===== config.mk =====
export PLATFORM = sky130hd
export DESIGN_NAME = pc_fetch_flat
export DESIGN_NICKNAME = d
export VERILOG_FILES = /design/src/rtl/pc_fetch_pkg.sv /design/src/rtl/pc_fetch_if.sv /design/src/rtl/pc_fetch_timer.sv /design/src/rtl/pc_fetch.sv /design/src/flat_wrapper.sv
export SDC_FILE = /design/constraint.sdc
export NUM_CORES = 1
export LEC_CHECK = 0
export CAP_MARGIN = 25
export CELL_PAD_IN_SITES_DETAIL_PLACEMENT = 2
export CELL_PAD_IN_SITES_GLOBAL_PLACEMENT = 2
export CORE_MARGIN = 2
export CORE_UTILIZATION = 24
export CTS_BUF_LIST = sky130_fd_sc_hd__clkbuf_16
export DETAILED_ROUTE_END_ITERATION = 10
export HOLD_SLACK_MARGIN = 0.03
export PLACE_DENSITY = 0.77
export SLEW_MARGIN = 5
export SYNTH_ARGS = -nofsm -noshare
export SYNTH_HDL_FRONTEND = slang
export SYNTH_HIERARCHICAL = 1
export SYNTH_SLANG_ARGS = --single-unit

===== constraint.sdc =====
create_clock -name clk -period 2.75 [get_ports clk]
set_clock_uncertainty 0.1 [all_clocks]
set_input_delay 0.275 -clock clk [delete_from_list [all_inputs] [get_ports clk]]
set_output_delay 0.275 -clock clk [all_outputs]
set_load 0.01 [all_outputs]

===== src/rtl/pc_fetch_pkg.sv =====
// Shared definitions for the PC register / instruction-fetch sequencer.
package pc_fetch_pkg;

   typedef enum logic [1:0] {
      FETCH = 2'd0,
      WAIT  = 2'd1,
      VALID = 2'd2,
      FAULT = 2'd3
   } fetch_state_e;

   localparam logic [31:0] DEFAULT_RESET_PC = 32'h0000_0000;
   localparam int          DEFAULT_ADDR_W   = 10;
   localparam int          DEFAULT_TIMEOUT  = 255;

   // A PC is fetchable only when every bit above the imem word-address width is zero.
   function automatic logic pcInRange(input logic [31:0] pc, input int addrW);
      return (pc >> addrW) == 32'd0;
   endfunction

endpackage


===== src/rtl/pc_fetch_if.sv =====
// Instruction-memory request/response bus between the fetch sequencer and imem.
interface pc_fetch_if #(
   parameter int ADDR_W = 10
);
   logic              ImemReq;
   logic [ADDR_W-1:0] ImemAddr;
   logic              ImemGnt;
   logic              ImemRvalid;
   logic [31:0]       ImemRdata;
   logic              ImemErr;

   modport master (
      output ImemReq, ImemAddr,
      input  ImemGnt, ImemRvalid, ImemRdata, ImemErr
   );

   modport slave (
      input  ImemReq, ImemAddr,
      output ImemGnt, ImemRvalid, ImemRdata, ImemErr
   );
endinterface


===== src/rtl/pc_fetch_timer.sv =====
// Saturating 8-bit response timer; expired_o flags that TIMEOUT cycles have elapsed.
module fetch_timer #(
   parameter logic [7:0] TIMEOUT = 8'd255
) (
   input  logic clk,
   input  logic rst,
   input  logic clr_i,
   input  logic en_i,
   output logic expired_o
);

   logic [7:0] count_q;
   logic [7:0] count_d;

   always_comb begin
      count_d = count_q;
      if (clr_i) begin
         count_d = 8'd0;
      end else if (en_i && (count_q != 8'hFF)) begin
         count_d = count_q + 8'd1;
      end
   end

   always_ff @(posedge clk) begin
      if (rst) begin
         count_q <= 8'd0;
      end else begin
         count_q <= count_d;
      end
   end

   assign expired_o = (count_q == TIMEOUT);

endmodule


===== src/rtl/pc_fetch.sv =====
// PC register and instruction-fetch FSM; loads NPC only when the datapath retires
// a valid instruction and faults permanently on bad addresses, errors or timeouts.
module pc_fetch
   import pc_fetch_pkg::*;
#(
   parameter logic [31:0] RESET_PC = DEFAULT_RESET_PC,
   parameter int          ADDR_W   = DEFAULT_ADDR_W,
   parameter int          TIMEOUT  = DEFAULT_TIMEOUT
) (
   input  logic              clk,
   input  logic              rst,
   input  logic [31:0]       NPC,
   input  logic              Advance,
   pc_fetch_if.master        imem,
   output logic [31:0]       PC,
   output logic [31:0]       Instr,
   output logic              InstrValid,
   output logic              Fault
);

   localparam logic [7:0] TIMEOUT_C = 8'(TIMEOUT);

   fetch_state_e state_q, state_d;
   logic [31:0]  pc_q, pc_d;
   logic [31:0]  instr_q, instr_d;
   logic         reqComb;
   logic         timerClr;
   logic         timerEn;
   logic         timerExpired;

   fetch_timer #(
      .TIMEOUT (TIMEOUT_C)
   ) u_timer (
      .clk       (clk),
      .rst       (rst),
      .clr_i     (timerClr),
      .en_i      (timerEn),
      .expired_o (timerExpired)
   );

   always_comb begin
      state_d  = state_q;
      pc_d     = pc_q;
      instr_d  = instr_q;
      reqComb  = 1'b0;
      timerClr = 1'b0;
      timerEn  = 1'b0;
      case (state_q)
         FETCH: begin
            if (!pcInRange(pc_q, ADDR_W)) begin
               state_d = FAULT;
            end else begin
               reqComb = 1'b1;
               if (imem.ImemGnt) begin
                  state_d  = WAIT;
                  timerClr = 1'b1;
               end
            end
         end
         WAIT: begin
            timerEn = 1'b1;
            // A response beats the timeout when both land in the same cycle.
            if (imem.ImemRvalid) begin
               if (imem.ImemErr) begin
                  state_d = FAULT;
               end else begin
                  instr_d = imem.ImemRdata;
                  state_d = VALID;
               end
            end else if (timerExpired) begin
               state_d = FAULT;
            end
         end
         VALID: begin
            // Retiring to the same PC is a self-loop: keep the instruction, skip the refetch.
            if (Advance && (NPC != pc_q)) begin
               pc_d    = NPC;
               state_d = FETCH;
            end
         end
         FAULT: begin
            state_d = FAULT;
         end
         default: begin
            state_d = FAULT;
         end
      endcase
   end

   always_ff @(posedge clk) begin
      if (rst) begin
         state_q <= FETCH;
         pc_q    <= RESET_PC;
         instr_q <= 32'd0;
      end else begin
         state_q <= state_d;
         pc_q    <= pc_d;
         instr_q <= instr_d;
      end
   end

   assign imem.ImemReq  = reqComb && !rst;
   assign imem.ImemAddr = pc_q[ADDR_W-1:0];
   assign PC            = pc_q;
   assign Instr         = instr_q;
   assign InstrValid    = (state_q == VALID);
   assign Fault         = (state_q == FAULT);

endmodule

===== src/flat_wrapper.sv =====
// flat-port wrapper written by rule: the top's interface ports become plain ports
module pc_fetch_flat import pc_fetch_pkg::*;
#(
   parameter logic [31:0] RESET_PC = DEFAULT_RESET_PC,
   parameter int          ADDR_W   = DEFAULT_ADDR_W,
   parameter int          TIMEOUT  = DEFAULT_TIMEOUT
)
  (clk, rst, NPC, Advance, PC, Instr, InstrValid, Fault, imem_ImemReq, imem_ImemAddr, imem_ImemGnt, imem_ImemRvalid, imem_ImemRdata, imem_ImemErr);
  pc_fetch_if #(.ADDR_W(ADDR_W)) imem_i ();
  input  logic clk;
  input  logic rst;
  input  logic [31:0] NPC;
  input  logic Advance;
  output logic [31:0] PC;
  output logic [31:0] Instr;
  output logic InstrValid;
  output logic Fault;
  output wire logic [$bits(imem_i.ImemReq)-1:0] imem_ImemReq;
  output wire logic [$bits(imem_i.ImemAddr)-1:0] imem_ImemAddr;
  input wire logic [$bits(imem_i.ImemGnt)-1:0] imem_ImemGnt;
  input wire logic [$bits(imem_i.ImemRvalid)-1:0] imem_ImemRvalid;
  input wire logic [$bits(imem_i.ImemRdata)-1:0] imem_ImemRdata;
  input wire logic [$bits(imem_i.ImemErr)-1:0] imem_ImemErr;
  assign imem_ImemReq = imem_i.ImemReq;
  assign imem_ImemAddr = imem_i.ImemAddr;
  assign imem_i.ImemGnt = imem_ImemGnt;
  assign imem_i.ImemRvalid = imem_ImemRvalid;
  assign imem_i.ImemRdata = imem_ImemRdata;
  assign imem_i.ImemErr = imem_ImemErr;
  pc_fetch #(.RESET_PC(RESET_PC), .ADDR_W(ADDR_W), .TIMEOUT(TIMEOUT)) u_core (.clk(clk), .rst(rst), .NPC(NPC), .Advance(Advance), .imem(imem_i), .PC(PC), .Instr(Instr), .InstrValid(InstrValid), .Fault(Fault));
endmodule

# Word level (Yosys, flattened, before mapping)
# Index checks and enable logic that the tools add are counted.
# op_classes
n_addsub	1
multipliers	0
n_div	0
magnitude_cmp	0
n_eq_ne	9
shift	0
muxes	13
n_bitwise	1
n_reduce_logical	10
# ops
op	count
$logic_not A32 Y1	1
$ne A32 B32 Y1	1
$mux W2	5
$add A8 B1 Y8 const B	1
$eq A8 B8 Y1 const B	1
$ne A8 B8 Y1 const B	1
$pmux W2 S4	1
$mux W1	7
$reduce_and A3 Y1	2
$eq A2 B2 Y1 const B	2
$logic_and A1 B1 Y1	3
$ne A3 B2 Y1 const B	1
$ne A3 B3 Y1 const B	1
$eq A2 B1 Y1 const B	1
$logic_not A2 Y1	1
$ne A2 B1 Y1 const B	1
$reduce_and A2 Y1	1
$reduce_or A2 Y1	1
$logic_not A1 Y1	1
$not A1 Y1	1
# word_totals
regBits	74
latch_bits	0
ram_bits	0
mem_bits_ro	0
inputBits	70
out_inout_bits	77
word_cells	38
memories	0

# Logic depth before layout (Yosys ltp)
# Gate-level depths: netlist (run 1).
# logic_depth
ltp_word	4
ltp_mapped	6
depth_no_buf	6

# Hierarchy
# Netlist (run 1), hierarchy kept.
# modules_own_cells
module	n_inst	cells_per_inst	area_each_um2	seq_area_each_um2
pc_fetch	1	355	3134.3	1321.3
fetch_timer	1	45	425.4	160.2

# Worst setup path after synthesis (run 1)
# OpenSTA, ideal clock, no wires.
# synth_path
path_kind	reg2reg
startpoint	register u_core.pc_q[26], in the netlist u_core/PC[26]
endpoint	register u_core.u_timer.count_q[6]
setup_time_ns	0.115
arrival_ns	1.729
t_required_ns	2.535
setup_slack_ns	0.806
path_stages_with_launch	6
path_buffers	0
period_less_slack_ns	1.944
path_cell_list	dfxtp_1 -> nor4_1 -> nand4_1 -> nor4_1 -> nor2_1 -> and3_1
# synth_between
elab_chain_len	4
# synth_lines
element	line_no	rtl
from (decl)	pc_fetch.sv:24	logic [31:0] pc_q, pc_d;
from (signal assigned)	pc_fetch.sv:97	pc_q <= pc_d;
$logic_not A32 Y1	pc_fetch_pkg.sv:17	return (pc >> addrW) == 32'd0;
$mux W1	pc_fetch.sv:50	if (!pcInRange(pc_q, ADDR_W)) begin
$mux W1	pc_fetch.sv:48	case (state_q)
named net u_core.timerClr	pc_fetch.sv:27	logic timerClr;
$reduce_or A2 Y1 (no line)	--	
to (signal assigned)	pc_fetch_timer.sv:28	count_q <= count_d;
to (decl)	pc_fetch_timer.sv:12	logic [7:0] count_q;
# The timed path passes the listed nets, and every way through them passes these cells.
# A chain may end at the register's enable or synchronous reset.

# Worst setup path in the final report (run 1)
# layout_path
startpoint	register u_core.pc_q[10], in the netlist u_core/PC[10]
endpoint	output port imem_ImemReq
# layout_between
elab_chain_len	4
# layout_lines
element	line_no	rtl
$logic_not A32 Y1	pc_fetch_pkg.sv:17	
$mux W1	pc_fetch.sv:50	
$mux W1	pc_fetch.sv:48	
$logic_and A1 B1 Y1	pc_fetch.sv:102	assign imem.ImemReq = reqComb && !rst;
to (decl)	flat_wrapper.sv:18	output wire logic [$bits(imem_i.ImemReq)-1:0] imem_ImemReq;
# No other way between the ends.

==> out/summary.md, run 1 <==
The logs give 112 for the number of DRC markers in iteration 0 and 2.38 ns for the data required time at the worst endpoint. The initial antenna violation count was 0. The final RePlAce weighted congestion is 0.746, and the area of the die is 15,800 um^2. Relative to the synthesized area, the layout overhead comes to 51.7%. Adding up every negative setup slack in the final design gives 0 ns. At the pin with the least slew margin, the transition time is 0.877 ns.

The first-pass GRT wire length was 19,400 um. By area the synthesized netlist is led by sky130_fd_sc_hd__dfxtp_1 (42%), sky130_fd_sc_hd__nand2b_1 (11%), sky130_fd_sc_hd__mux2i_1 (9.8%). The tools report the clock sink count as 74. TritonCTS built the clock tree. Before CTS, the worst setup slack after placement is 0.269 ns. The logs give 14,500 um^2 for the core footprint and 705 for the cell total after placement.

The first TritonRoute pass finished after 4 iterations. For this run, the post-layout net count is 604. The port buffer count works out to 146. From left edge to right edge, the die measures 126 um. The kind of start point of the critical path was a flop. For this design the static power due to leakage is 1.79 nW. The classification of the worst setup path was reg2out. The number of buffers and inverters on the critical path was 1; the count of unique library cells instantiated by Yosys was 43. The finished cells cover 5400 um^2.

For the power after layout, the log shows 3.27 mW. In the post-route analysis, the smallest setup slack over all paths is 0.147 ns. Max-cap violations in this run came to 0. In this run, synthesis produced a sequential element count of 74.

Counting instances in the post-synthesis netlist gives the leading cell types as sky130_fd_sc_hd__dfxtp_1 (74), sky130_fd_sc_hd__nand2_1 (71), sky130_fd_sc_hd__nand2b_1 (65), sky130_fd_sc_hd__mux2i_1 (35), sky130_fd_sc_hd__a21oi_1 (34). In this run the count of I/O pins placed on the die edge is 147. The tools report the initial core utilization as 24.5%. The H-tree was split into 3 levels. Global routing finished with a remaining overflow of 0.

The cell with the largest stage delay on the worst path was sky130_fd_sc_hd__clkdlybuf4s50_1. The number of buffers on the longest clock path came out at 2. Setup repair after global routing left no endpoint under its margin. The largest total area in the synthesized netlist belongs to sky130_fd_sc_hd__dfxtp_1. Setup violations remaining at the end of the flow were counted as 0. Worst-case headroom to the max-slew limit: 41.5%.

The worst stage delay on the critical path is 0.62 ns. Total length of routed wires: 12,300 um. The post-synthesis net count is 471. Cell with the most instances after synthesis: sky130_fd_sc_hd__dfxtp_1. After clock tree synthesis, the clock-pin slew on the worst setup and hold paths is 0.06 ns. The layout cell share with drive strength beyond 1 came out at 6.32%. For the via count of the first global-routing pass, the log shows 3,571. Among all flip-flop cells after synthesis, the most frequent one is sky130_fd_sc_hd__dfxtp_1. The chip height is 126 um, and the worst IR drop on VDD is 0.000316 V. Entering global routing, the biggest net connects 104 pins.

Traced cell by cell, the critical path runs through nor4_1, nand4_1, nor4_2, clkdlybuf4s50_1. Once detail routing completed, the nets flagged for antenna violations numbered 0. STA classifies the critical path endpoint as a primary output. The run gives 44 as the number of standard-cell rows in the floorplan.

The number of synthesized flops with an enable pin works out to 0. The run gives 0 as the total count of hold-check failures in the final report. Clock tree synthesis selected as its root buffer the cell sky130_fd_sc_hd__clkbuf_16.

Counting every instance in the synthesized netlist gives 400. The number of antenna diodes in the final layout is 0. After clock tree synthesis, the flow added hold-fix buffers numbering 0. Once detailed placement completed, the half-perimeter wirelength came to 9100 um.

A synthesized cell averages 8.90 um^2. In the final routed layout, each cell accounts on average for 17.0 um. The final max-slew violation count came out at 0. The run finished with clean final reports. The largest delay contributor family on the critical path was simple AND/OR/NAND/NOR gates. Summing every instance area after synthesis gives 3560 um^2. The total vias in the final route is 3,294. The final cell count without fillers is 722, and the final critical delay including setup and external delays is 2.60 ns.

In this run the cell area measured after placement is 5120 um^2. The number of buffers added by the clock tree synthesis step came out at 9. Type of the worst min-delay path: reg2reg. Number of vias per cell after detailed routing: 4.56. The later-pin clock latency in the skew report was 0.33 ns; the period utilization was 94.7%.

The share of Yosys cell area claimed by the top area cell type is 41.6%. The number of remaining DRC errors was 0; the total track usage was 15.5%. Maximum fanout along the worst path: 4. During synthesis, Yosys emitted a total of 6 warnings. The proportion of synthesized chip area in sequential cells was 41.6%; the post-synthesis async set-or-reset flop share was 0%. For this design the ratio of total power to cell area is 606 nW/um^2. For the data arrival time of the worst path, the log shows 2.23 ns. The upper clock frequency limit is 384 MHz.
worst paths after layout:
path | start | end | slack (ns) | cells after the start
worst max-delay path | u_core/PC[10] | imem_ImemReq | 0.15 | 4
worst min-delay path | u_core/Instr[13] | u_core/Instr[13] | 0.36 | 2
worst max register to register | u_core/PC[10] | u_core/u_timer/count_q[1] | 0.44 | 8
worst min register to register | u_core/Instr[13] | u_core/Instr[13] | 0.36 | 2
power by group:
part | switching, mW | internal (mW) | leakage [nW] | total [mW]
logic | 0.426 | 0.495 | 1.06 | 0.921
clock network | 0.470 | 0.600 | 0.130 | 1.07
registers | 0.113 | 1.17 | 0.600 | 1.28
total | 1.01 | 2.27 | 1.79 | 3.27
what timing repair did:
item	4_1_cts	5_1_grt
resized for setup	1	1
hold endpoints to repair	0	0
cloned	0	0
endpoints found under the setup margin	1	1
setup buffers	1	0
pin swaps	1	0
sequential cells by signal, summed over array words and instances, names as in the netlist:
register                flops
u_core/state_q              2
u_core/Instr               32
u_core/PC                  32
u_core/u_timer/count_q      8
placed cells by master (no fill, tap or decap), types with 2 or more instances in the layout:
| master | n |
|---|---|
| sky130_fd_sc_hd__or3_1 | 2 |
| sky130_fd_sc_hd__and3_1 | 2 |
| sky130_fd_sc_hd__inv_1 | 3 |
| sky130_fd_sc_hd__clkinvlp_4 | 2 |
| sky130_fd_sc_hd__nor4_1 | 6 |
| sky130_fd_sc_hd__nor4_2 | 4 |
| sky130_fd_sc_hd__nand2b_1 | 65 |
| sky130_fd_sc_hd__nor3_1 | 2 |
| sky130_fd_sc_hd__dfxtp_1 | 74 |
| sky130_fd_sc_hd__clkinv_2 | 3 |
| sky130_fd_sc_hd__nand2_1 | 71 |
| sky130_fd_sc_hd__nor2_1 | 2 |
| sky130_fd_sc_hd__xnor2_1 | 32 |
| sky130_fd_sc_hd__and2_1 | 2 |
| sky130_fd_sc_hd__a21oi_1 | 34 |
| sky130_fd_sc_hd__clkdlybuf4s50_1 | 145 |
| sky130_fd_sc_hd__mux2i_1 | 35 |
| sky130_fd_sc_hd__buf_4 | 7 |
| sky130_fd_sc_hd__nor2b_1 | 3 |
| sky130_fd_sc_hd__nand4_1 | 11 |
| sky130_fd_sc_hd__clkbuf_16 | 9 |
metal layers:
layer / GRT usage, % / vias to the layer above / share of wire, % / wire length (um)
met5: 0 / - / 0 / 0
met4: 4.27 / 0 / 1.0 / 123
met3: 3.19 / 9 / 5.2 / 644
met2: 28.3 / 99 / 51 / 6220
met1: 18.4 / 1578 / 43 / 5320
li1: - / 1608 / - / -
tightest hold or removal path: cells and delay by family (launching register included):
kind,cells,cell delay [ns]
flops,1,0.31
simple gates,1,0.05
compound gates,1,0.05
metrics by stage:
stage / hold WS (ns) / utilization [%]
2_1_floorplan: 0.244 / -
3_3_place_gp: 0.342 / 35.2
3_5_place_dp: 0.350 / 35.2
4_1_cts: 0.361 / 37.1
5_1_grt: 0.380 / 37.2
6_report: 0.359 / 37.2
cell type report:
class | count | area (um^2)
inverter | 2 | 7.51
fill | 1608 | 9130
clock buffer | 9 | 225
tap | 184 | 230
sequential | 74 | 1480
timing repair buffer | 153 | 1510
multi-input combinational | 293 | 1910
clock inverter | 7 | 37.5
cell families after synthesis:
group	share of synthesized area [%]
AOI/OAI and AO/OA	7.80
xor gates and xnor gates	7.87
adders and majority gates	0.351
buffers and inverters	5.27
DFF	41.6
muxes	9.84
and+or+nand+nor	27.2
(Power assumes the default switching activity.)
==> run 2: changes to the inputs <==
Settings changed: CAP_MARGIN 25 to not set, PLACE_DENSITY 0.77 to not set, PLACE_DENSITY_LB_ADDON set to 0.12.
==> run 2 against run 1 <==
- cell area is 0.16% lower
- combinational power decreased by 3.8%
- sequential share of layout area hardly changed
- largest cell class unchanged
- clock power rose by 6%
- first-iteration DRC count up 9.8%
- global-route usage shrank 0.12 points
- count of clock-buffer cells in the layout unchanged
- setup slack worse by 0.0081 ns
==> out/summary.md, run 2 (synthesis results as in run 1) <==
Number of ports placed on the die boundary: 147 (unchanged). The kind of start point of the critical path is a flop (unchanged). The number of nets with antenna violations after detailed routing came out at 0 (unchanged). The run gives 11,900 um (was 12,300 um) as the total length of routed wires. The run gives 0.000348 V (was 0.000316 V) as the worst IR drop on VDD.

The total number of H-tree levels is 3 (unchanged), and the transition time at the pin with the least slew margin is 0.886 ns (was 0.877 ns). The root cell of the clock tree is sky130_fd_sc_hd__clkbuf_16 (unchanged). The run gives 0 (unchanged) as the antenna diode count. The detailed-route wire length per cell is 16.6 um (was 17.0 um), and the area of the die is 15,800 um^2 (unchanged). The logs give 0 (unchanged) for the total count of hold-check failures in the final report and 2 (unchanged) for the number of buffers on the longest clock path. Layer with the highest usage: met2 (unchanged). The power after layout was 3.30 mW (was 3.27 mW); the period utilization was 94.9% (was 94.7%). Commonest cells after routing, fill and taps aside: sky130_fd_sc_hd__clkdlybuf4s50_1 (145), sky130_fd_sc_hd__dfxtp_1 (74), sky130_fd_sc_hd__nand2_1 (71) (unchanged). The total leakage power came out at 1.79 nW (about the same). The final critical delay including setup and external delays was 2.61 ns (was 2.60 ns). The number of remaining DRC errors came out at 0 (unchanged). The total vias in the final route was 3,263 (was 3,294). The run gives 4 (unchanged) as the total iterations of the first detailed-routing run.

The clock transition at the register clock pins on the worst setup and hold paths after CTS is 0.06 ns (about the same). Data required time at the worst endpoint: 2.38 ns (about the same). The met2 global-route usage was 26.0% (was 28.3%). The logs give 961 uW (was 1.01 mW) for the net load switching power and 8830 um (was 9100 um) for the detailed placer's ending HPWL. Total track usage: 15.4% (was 15.5%). Proportion of power drawn by flip-flops and latches: 38.8% (was 39.2%). The port buffer count is 146 (unchanged), and the overflow left after global routing is 0 (unchanged).

The tools report the number of failing setup endpoints in the final timing report as 0 (unchanged). Type of the worst min-delay path: reg2reg (unchanged). The number of vias per cell after detailed routing is 4.54 (was 4.56).

The initial antenna violation count is 0 (unchanged). The first-pass GRT wire length came out at 19,000 um (was 19,400 um). The clock sink count was 74 (unchanged); the worst-case headroom to the max-slew limit was 40.9% (was 41.5%). The largest net degree at the start of global routing is 104 (unchanged), and the final max-slew violation count is 0 (unchanged). The run gives 2.33 mW (was 2.27 mW) as the cell-internal power. The number of standard-cell rows in the floorplan is 44 (unchanged), and the layout cell share with drive strength beyond 1 is 5.61% (was 6.32%). The core footprint is 14,500 um^2 (unchanged). Maximum fanout along the worst path: 4 (unchanged). The global-route track usage on met3 was 3.57% (was 3.19%); the switching power share of the total was 29.2% (was 30.8%). The most common cell after layout, fill and taps aside is sky130_fd_sc_hd__clkdlybuf4s50_1 (unchanged).

Setup repair after global routing left no endpoint under its margin. The via count of the first global-routing pass was 3,572 (was 3,571); the count of maximum capacitance violations was 0 (unchanged). The run gives 0 (was 1) as the quantity of gates resized following cts.

For the post-CTS setup repair buffer count, the log shows 0 (was 1). The post-synthesis to final-layout area growth is 51.5% (was 51.7%), and the met1 track demand over resource is 18.9% (was 18.4%). The die extent in x was 126 um (unchanged). Classification of the worst setup path: reg2out (unchanged).

The chip height is 126 um (unchanged), and the initial core utilization is 24.5% (unchanged). The tools report the number of buffers added by the clock tree synthesis step as 9 (unchanged). The nature of the critical path endpoint is a primary output (unchanged). The logs give 34.3% (was 32.7%) for the share of total power in the clock network and 0 (unchanged) for the number of buffers inserted by hold repair at cts. Later-pin clock latency in the skew report: 0.34 ns (was 0.33 ns). Number of DRC markers in iteration 0: 123 (was 112). The logs give 0 ns (unchanged) for the setup total negative slack and 0.724 (was 0.746) for the final RePlAce weighted congestion.

The run finished with clean final reports. TritonCTS built the clock tree. The power density over the cells works out to 611 nW/um^2 (was 606 nW/um^2). The share of total power in combinational logic is 26.9% (was 28.1%). The upper clock frequency limit came out at 383 MHz (was 384 MHz).

The data arrival time of the worst path is 2.24 ns (was 2.23 ns). The number of nets in the layout was 603 (was 604).
-- run 2: power groups by stage --
stage | clock network, mW | logic, mW | registers, mW
floorplan | 0 | 0.445 | 1.31
global placement | 0 | 0.885 | 1.30
detailed placement | 0 | 0.900 | 1.30
CTS | 1.18 | 0.905 | 1.28
global route | 1.22 | 0.962 | 1.30
finish | 1.13 | 0.886 | 1.28
-- run 2: final timing paths --
kind	start	to	slack, ns	cells after the start
max reg2reg	u_core/PC[26]	u_core/u_timer/count_q[5]	0.68	7
max	u_core/PC[26]	imem_ImemReq	0.14	4
min	u_core/Instr[3]	u_core/Instr[3]	0.36	2
min reg2reg	u_core/Instr[3]	u_core/Instr[3]	0.36	2
-- run 2: final cells by class --
type	count	area (um^2)
clock buffer	9	225
clock inverter	5	48.8
fill	1675	9140
inverter	2	7.51
multi-input combinational	293	1900
sequential	74	1480
tap	184	230
timing repair buffer	152	1500
-- run 2: worst max-delay path, stage by stage, from the launching register on --
cell	delay, ns
sky130_fd_sc_hd__dfxtp_1	0.35
sky130_fd_sc_hd__nor4_1	0.31
sky130_fd_sc_hd__nand4_1	0.30
sky130_fd_sc_hd__nor4_1	0.32
sky130_fd_sc_hd__clkdlybuf4s50_1	0.60
-- run 2: through the flow --
| step | hold slack (ns) | cells | setup slack [ns] | utilization, % | cell area (um^2) |
|---|---|---|---|---|---|
| 2_1_floorplan | 0.244 | 400 | 0.806 | - | 3560 |
| 5_1_grt | 0.382 | 719 | 0.0604 | 37.1 | 5390 |
| 4_1_cts | 0.358 | 719 | 0.141 | 37.1 | 5390 |
| 3_5_place_dp | 0.350 | 705 | 0.337 | 35.2 | 5120 |
| 6_report | 0.356 | 719 | 0.139 | 37.1 | 5390 |
| 3_3_place_gp | 0.342 | 705 | 0.321 | 35.2 | 5120 |
-- run 2: routing by layer --
layer	wire, um	share of wire [%]	vias to the layer above
li1	-	-	1593
met1	5290	44	1573
met2	5900	49	85
met3	562	4.7	12
met4	189	1.6	0
met5	0	0	-
